--- src/rtl/approx_err_pkg.sv ---
// Shared constants and state encoding for the approximate-unit error statistics stage.
package approx_err_pkg;
  localparam int DEF_WIDTH = 16;
  localparam int DEF_CNT_W = 16;
  localparam int DEF_SUM_W = 32;

  typedef enum logic [1:0] {
    ST_IDLE   = 2'd0,
    ST_RUN    = 2'd1,
    ST_REPORT = 2'd2
  } state_t;
endpackage

--- src/rtl/err_dist.sv ---
// Absolute error distance and inequality flag for one (approximate, exact) pair.
module err_dist #(
  parameter int WIDTH = 16
) (
  input  logic [WIDTH-1:0] a,
  input  logic [WIDTH-1:0] b,
  output logic [WIDTH-1:0] ed,
  output logic             neq
);
  assign ed  = (a >= b) ? (a - b) : (b - a);
  assign neq = (a != b);
endmodule

--- src/rtl/approx_err_accum.sv ---
// Windowed error statistics (saturating sum, max, error count) over a valid/ready pair stream.
// state  | meaning
// IDLE   | waiting for start; last statistics held
// RUN    | accepting pairs until win_len samples seen
// REPORT | statistics presented until out_ready
module approx_err_accum
  import approx_err_pkg::*;
#(
  parameter int WIDTH = DEF_WIDTH,
  parameter int CNT_W = DEF_CNT_W,
  parameter int SUM_W = DEF_SUM_W
) (
  input  logic             clk,
  input  logic             rst_n,
  input  logic             start,
  input  logic [CNT_W-1:0] win_len,
  input  logic             in_valid,
  output logic             in_ready,
  input  logic [WIDTH-1:0] approx_res,
  input  logic [WIDTH-1:0] exact_res,
  output logic             out_valid,
  input  logic             out_ready,
  output logic [SUM_W-1:0] err_sum,
  output logic [WIDTH-1:0] err_max,
  output logic [CNT_W-1:0] err_cnt,
  output logic             busy
);
  state_t           r_state;
  state_t           w_next;
  logic [CNT_W-1:0] r_win_len;
  logic [CNT_W-1:0] r_cnt;
  logic [SUM_W-1:0] r_sum;
  logic [WIDTH-1:0] r_max;
  logic [CNT_W-1:0] r_ecnt;

  logic [WIDTH-1:0] w_ed;
  logic             w_neq;
  logic             w_accept;
  logic             w_last;
  logic [CNT_W:0]   w_cnt_inc;
  logic [SUM_W:0]   w_sum_ext;
  logic [SUM_W-1:0] w_sum_sat;

  err_dist #(.WIDTH(WIDTH)) u_err_dist (
    .a   (approx_res),
    .b   (exact_res),
    .ed  (w_ed),
    .neq (w_neq)
  );

  assign w_accept  = (r_state == ST_RUN) && in_valid;
  // One extra bit so a window of 2^CNT_W-1 compares without wrap.
  assign w_cnt_inc = {1'b0, r_cnt} + {{CNT_W{1'b0}}, 1'b1};
  assign w_last    = w_accept && (w_cnt_inc == {1'b0, r_win_len});
  assign w_sum_ext = {1'b0, r_sum} + {{(SUM_W + 1 - WIDTH){1'b0}}, w_ed};
  assign w_sum_sat = w_sum_ext[SUM_W] ? {SUM_W{1'b1}} : w_sum_ext[SUM_W-1:0];

  always_ff @(posedge clk or negedge rst_n) begin
    if (!rst_n) r_state <= ST_IDLE;
    else        r_state <= w_next;
  end

  always_comb begin
    w_next = r_state;
    unique case (r_state)
      ST_IDLE:   if (start) w_next = (win_len == '0) ? ST_REPORT : ST_RUN;
      ST_RUN:    if (w_last) w_next = ST_REPORT;
      ST_REPORT: if (out_ready) w_next = ST_IDLE;
      default:   w_next = ST_IDLE;
    endcase
  end

  always_ff @(posedge clk or negedge rst_n) begin
    if (!rst_n) begin
      r_win_len <= '0;
      r_cnt     <= '0;
      r_sum     <= '0;
      r_max     <= '0;
      r_ecnt    <= '0;
    end else if ((r_state == ST_IDLE) && start) begin
      r_win_len <= win_len;
      r_cnt     <= '0;
      r_sum     <= '0;
      r_max     <= '0;
      r_ecnt    <= '0;
    end else if (w_accept) begin
      r_cnt  <= w_cnt_inc[CNT_W-1:0];
      r_sum  <= w_sum_sat;
      r_max  <= (w_ed > r_max) ? w_ed : r_max;
      r_ecnt <= r_ecnt + {{(CNT_W-1){1'b0}}, w_neq};
    end
  end

  assign in_ready  = (r_state == ST_RUN);
  assign out_valid = (r_state == ST_REPORT);
  assign busy      = (r_state == ST_RUN) || (r_state == ST_REPORT);
  assign err_sum   = r_sum;
  assign err_max   = r_max;
  assign err_cnt   = r_ecnt;
endmodule
--- config.mk ---
export PLATFORM = sky130hd
export DESIGN_NAME = approx_err_accum
export DESIGN_NICKNAME = d
export VERILOG_FILES = /design/src/rtl/approx_err_pkg.sv /design/src/rtl/err_dist.sv /design/src/rtl/approx_err_accum.sv
export SDC_FILE = /design/constraint.sdc
export NUM_CORES = 1
export LEC_CHECK = 0
export ABC_AREA = 0
export CORE_ASPECT_RATIO = 0.75
export CORE_MARGIN = 3
export CORE_UTILIZATION = 50
export DETAILED_ROUTE_END_ITERATION = 7
export PLACE_DENSITY = 0.77
export SLEW_MARGIN = 15
export SYNTH_ARGS = -nofsm -noshare
export SYNTH_HDL_FRONTEND = slang
export SYNTH_SLANG_ARGS = --single-unit
--- constraint.sdc ---
create_clock -name clk -period 4.03 [get_ports clk]
set_input_delay 0.806 -clock clk [delete_from_list [all_inputs] [get_ports clk]]
set_output_delay 0.806 -clock clk [all_outputs]
set_load 0.05 [all_outputs]
# == Word-level counts from Yosys, hierarchy flattened ==
# Cells that the tools add are included.
# word_totals
regBits,98
out_inout_bits,67
inputBits,53
# op_classes
addsub,5
muxes,16
n_lt_le_gt_ge,2
n_eq_ne,7
reduce_logical,10
# op_table
operator,n
$mux W16,8
$mux W32,3
$add A32 B16 Y33,1
$sub A16 B16 Y16,2
$add A16 B1 Y17 const B,1
$eq A17 B16 Y1,1
$add A16 B1 Y16,1
$ge A16 B16 Y1,1
$gt A16 B16 Y1,1
$logic_not A16 Y1,1
$ne A16 B16 Y1,1
$mux W2,4
$pmux W2 S3,1
$ne A2 B1 Y1 const B,2
$reduce_bool A2 Y1,2
$logic_and A1 B1 Y1,3
$reduce_and A3 Y1,1
$eq A2 B1 Y1 const B,1
$eq A2 B2 Y1 const B,1
$logic_not A2 Y1,1
$ne A2 B2 Y1 const B,1
$reduce_and A2 Y1,1
$logic_or A1 B1 Y1,1

# == Longest topological paths before layout ==
# depth
depth_word,6
ltp_mapped,22

# == By module ==
# Synthesis repeated with hierarchy kept, for this count alone.
# hier_totals
cells_unflattened,918
hier_area_um2,7756.2
# by_module_without_submodules
module,area_each_um2,seq_area_each_um2,cells_each,instances
approx_err_accum,6078.3,2452.4,686,1
err_dist,1677.9,0.0,232,1

# == Least setup slack after synthesis ==
# Ideal clock, no wire load.
# synth_path
path_type,in2reg
from,input approx_res[0]
to,register r_sum[20] (netlist: err_sum[20])
stages,21
arrival_ps,4955
setup_slack_ps,-1085
setup_time_ps,160
path_cell_list,inv_1 > ha_1 > inv_1 > fa_1 > a21o_1 > a221oi_2 > a21oi_1 > a211o_1 > buf_6 > buf_6 > mux2_2 > inv_1 > fa_1 > nor2b_1 > o21ai_0 > a21oi_1 > o221a_2 > o2111ai_1 > a21oi_1 > nor2b_1 > a311oi_1
# synth_via
elab_chain_cells,6
# synth_lines
element,line_no,rtl
from (decl),approx_err_accum.sv:19,"input logic [WIDTH-1:0] approx_res,"
$sub A16 B16 Y16 / $ge A16 B16 Y1 (equally long branches),err_dist.sv:10,assign ed = (a >= b) ? (a - b) : (b - a);
$mux W16 *,err_dist.sv:10,
$add A32 B16 Y33 *,approx_err_accum.sv:55,"assign w_sum_ext = {1'b0, r_sum} + {{(SUM_W + 1 - WIDTH){1'b0}}, w_ed};"
$mux W32 *,approx_err_accum.sv:56,assign w_sum_sat = w_sum_ext[SUM_W] ? {SUM_W{1'b1}} : w_sum_ext[SUM_W-1:0];
$mux W32 *,approx_err_accum.sv:86,end else if (w_accept) begin
$mux W32 *,approx_err_accum.sv:80,end else if ((r_state == ST_IDLE) && start) begin
to (signal assigned),approx_err_accum.sv:88,r_sum <= w_sum_sat;
to (decl),approx_err_accum.sv:32,logic [SUM_W-1:0] r_sum;
# Every way passes the cells marked *; elsewhere a longest branch is shown, timed or not. The select of a mux whose other input is x is not followed.
# A chain may end at the register's enable or synchronous reset.

# == Final worst setup path ==
# layout_path
from,input approx_res[0]
to,register r_max[6] (netlist: err_max[6])
# layout_via
elab_chain_cells,5
# layout_lines
element,line_no,rtl
$sub A16 B16 Y16 / $ge A16 B16 Y1 (equally long branches),err_dist.sv:10,
$mux W16 *,err_dist.sv:10,
$gt A16 B16 Y1 / $mux W16 (equally long branches),approx_err_accum.sv:89,r_max <= (w_ed > r_max) ? w_ed : r_max;
$reduce_bool A2 Y1 (no line) / $mux W16 (equally long branches),-,
$reduce_and A2 Y1 (no line) / $mux W16 (equally long branches),-,
to (signal assigned),approx_err_accum.sv:89,
to (decl),approx_err_accum.sv:33,logic [WIDTH-1:0] r_max;
# Marked as above.

==> flow_summary.yaml <==
run_status:
  outcome: "finished with violations"
  violations: "setup timing"
critical_path:
  cp_max_fo: 7
  critPathLaunchType: "primary input"
  crit_type: "in2reg"
  cp_top_family: "compound AO/OA/AOI/OAI gates"
  end_kind: "register"
  cp_num_buf_inv: 8
  slowest_delay_ns: 0.38
  worstPathArrival_ns: 5.13
  cpMaxStageDelayCell: "a211o_4"
  critical_path.cell_chain: "buf_12 > inv_12 > ha_4 > inv_2 > fa_2 > a21o_1 > a221oi_4 > a21oi_2 > a211o_4 > buf_12 > nor3_4 > a211oi_4 > buf_4 > buf_6 > o211ai_4 > xor2_4 > ha_4 > buf_6 > a211oi_4 > o221ai_4 > nand2_4 > buf_8 > nor2_4 > a211oi_2"
  r2r_slack_ns: 1.00
  critPathRequiredTime_ns: 4.28
route:
  drt-total-wl_um: 27800
  drtPass1Iterations: 6
  drt-initial-drc-count: 807
  via_per_inst: 6.09
  vias: 8484
  wl_per_cell_um: 20.0
  drc_errors: 0
  ant_nets: 0
timing:
  tightestPinTransition_ns: 1.20
  hold_viol: 0
  rsz0062_at_grt: "true"
  setup_viol: 48
  clock.fmax_mhz: 205
  min_period_ns: 4.88
  slew_headroom_pct: 20.1
  whs_ns: 0.501
  skew_ns: 0.00982
  drv_slew: 0
  fin_crit_sh_pct: 121
  fin_ws_ns: -0.846
hold_path:
  hp-class: "reg2reg"
power:
  power.density_nw_per_um2: 623
  pwr-share-clk_pct: 11.8
  p_seq_share_pct: 20.3
  swShare_pct: 47.7
  power.internal_w: 0.00388
  switchingPower_w: 0.00354
  comb_power_share_pct: 67.9
  power_leakage_nw: 5.44
  ir_worst_vdd_mv: 0.338
yosys:
  synth_fa_ha_area_share_pct: 12.0
  ys_seq_area_share_pct: 32.0
  syn_area_um2: 7670
  ys.flop_type: "dfrtp_1"
  synth-edff-count: 0
  yosys_register_bits: 98
  syn_inst: 906
  synthMuxAreaShare_pct: 1.61
  synth-compound-area-share_pct: 20.9
  synthSimpleGateAreaFrac_pct: 19.6
  netlist.area_leader.share_pct: 32.0
  syn_avg_cell_area_um2: 8.47
  synth_top_family_by_area: "compound AO/OA/AOI/OAI gates"
  synth_area_leaders: "dfrtp_1 (32%), ha_1 (11%), nand2_1 (5.0%), xor2_1 (4.5%), o21ai_0 (3.6%)"
  synthXorXnorAreaFrac_pct: 7.76
  yosys.area.top_type: "dfrtp_1"
  async_flop_share_pct: 100
  synth_cell_types: 76
  syn-num-nets: 1031
  yosysWarnings: 0
grt:
  grt_pass1_vias: 7828
  grt_util_all_layers_pct: 28.9
  grt_max_degree: 62
  antenna_found_initial: 0
  grt_pass1_wl_um: 39700
  grt-ovfl-total: 0
clock_network:
  insertion_delay_ns: 0.37
  clkSinkCount: 98
  cts_made_buffers: 9
  tritoncts: "yes"
  clockRootBuffer: "clkbuf_16"
  clockBufferDepth: 2
  htreeDepth: 3
  postCtsHoldBufs: 0
  clk_pin_slew_worst_paths_ns: 0.08
cells_and_area:
  fin_area_um2: 11900
  num_antenna_cells: 0
  fin_cells: 1392
  final_util_pct: 80.8
  final_cell_mix: "buf_4 (167), clkdlybuf4s50_1 (103), dfrtp_1 (98)"
  area.growth.synth_to_final_pct: 55.2
  layout_commonest_cell: "buf_4"
  drive_gt1_share_pct: 31.3
  finalNetCount: 1312
floorplan:
  die-area_um2: 16900
  coreArea_um2: 14700
  row_count: 38
  ios: 120
  die_width_um: 149
  start_util_pct: 52.1
  die_h_um: 113
placed_design:
  gp_congestion: 0.927
  portBuffers: 119
  placed_cells: 1337
  dpl_cell_area_um2: 10400
  post-place-ws_ns: -1.63
  dp_hpwl_um: 17200
job:
  maxCapViolCount: 0
==> repair_timing <==
item                       4_1_cts  5_1_grt
cloned                           1        1
setup buffers                   23       17
gates resized for setup        114       76
pin swaps                       78       72
setup endpoints to repair       48       48
==> Yosys cell counts (all sizes together) (13+ instances only) <==
| library cell | count |
|---|---|
| a211oi | 20 |
| a21o | 22 |
| a21oi | 50 |
| a31oi | 31 |
| and3 | 17 |
| buf | 15 |
| clkbuf | 29 |
| dfrtp | 98 |
| ha | 69 |
| inv | 70 |
| nand2 | 102 |
| nand3 | 13 |
| nand4 | 19 |
| nor2 | 70 |
| nor3 | 22 |
| o21ai | 55 |
| xnor2 | 29 |
| xor2 | 39 |
==> path summary, 6_finish.rpt <==
path | endpoint | startpoint | depth (start not counted)
max | err_max[6] | approx_res[0] | 24
min | r_win_len[11] | r_win_len[11] | 2
max reg2reg | r_state[0] | r_cnt[0] | 9
min reg2reg | r_win_len[11] | r_win_len[11] | 2
max in group asynchronous | err_max[12] | rst_n | 2
min in group asynchronous | err_sum[14] | rst_n | 1
==> state kept, by name, indices dropped and copies added (netlist names) <==
register	count
err_sum	32
err_cnt	16
err_max	16
r_cnt	16
r_win_len	16
r_state	2
==> cell type report <==
class / count / area, um2
Clock buffer: 10 / 239
Clock inverter: 6 / 47.5
Fill cell: 879 / 2830
Inverter: 70 / 275
Multi-Input combinational cell: 695 / 5840
Sequential cell: 98 / 2450
Tap cell: 200 / 250
Timing Repair Buffer: 313 / 2810
==> worst reg2reg max path, stage by stage (launching register included) <==
cell	delay [ns]
dfrtp_1	0.48
ha_1	0.37
and4_1	0.43
nand4_1	0.23
xor2_1	0.24
nor2_1	0.06
a2111oi_0	0.48
o2111ai_1	0.25
a21o_1	0.26
mux2i_1	0.12
==> logic make-up after synthesis <==
group	Yosys count
AO/OA/AOI/OAI	239
XOR/XNOR	68
adder cells (fa/ha/maj)	72
buffers and inverters	114
flip-flops	98
multiplexers	12
AND/OR/NAND/NOR	303
==> through the flow <==
step	setup TNS, ns	total power [W]
2_1_floorplan	-25.62	0.00400
3_3_place_gp	-69.13	0.00534
3_5_place_dp	-74.17	0.00545
4_1_cts	-31.71	0.00671
5_1_grt	-40.83	0.00773
6_report	-34.25	0.00742
==> layer usage <==
metal / global-route usage, % / wire length, um / vias up
met2: 46.8 / 13000 / 513
met1: 39.7 / 11400 / 4080
met3: 4.24 / 2270 / 104
met5: 0 / 0 / -
li1: - / - / 3787
met4: 10.4 / 1150 / 0
==> power by group through the flow <==
stage               clock network (W)  registers, W  logic [W]
finish                       0.000873       0.00151    0.00504
global route                 0.000915       0.00152    0.00529
CTS                          0.000872       0.00148    0.00436
detailed placement                  0       0.00149    0.00396
global placement                    0       0.00148    0.00386
floorplan                           0       0.00190    0.00211
Power figures use the tool's default switching activity.
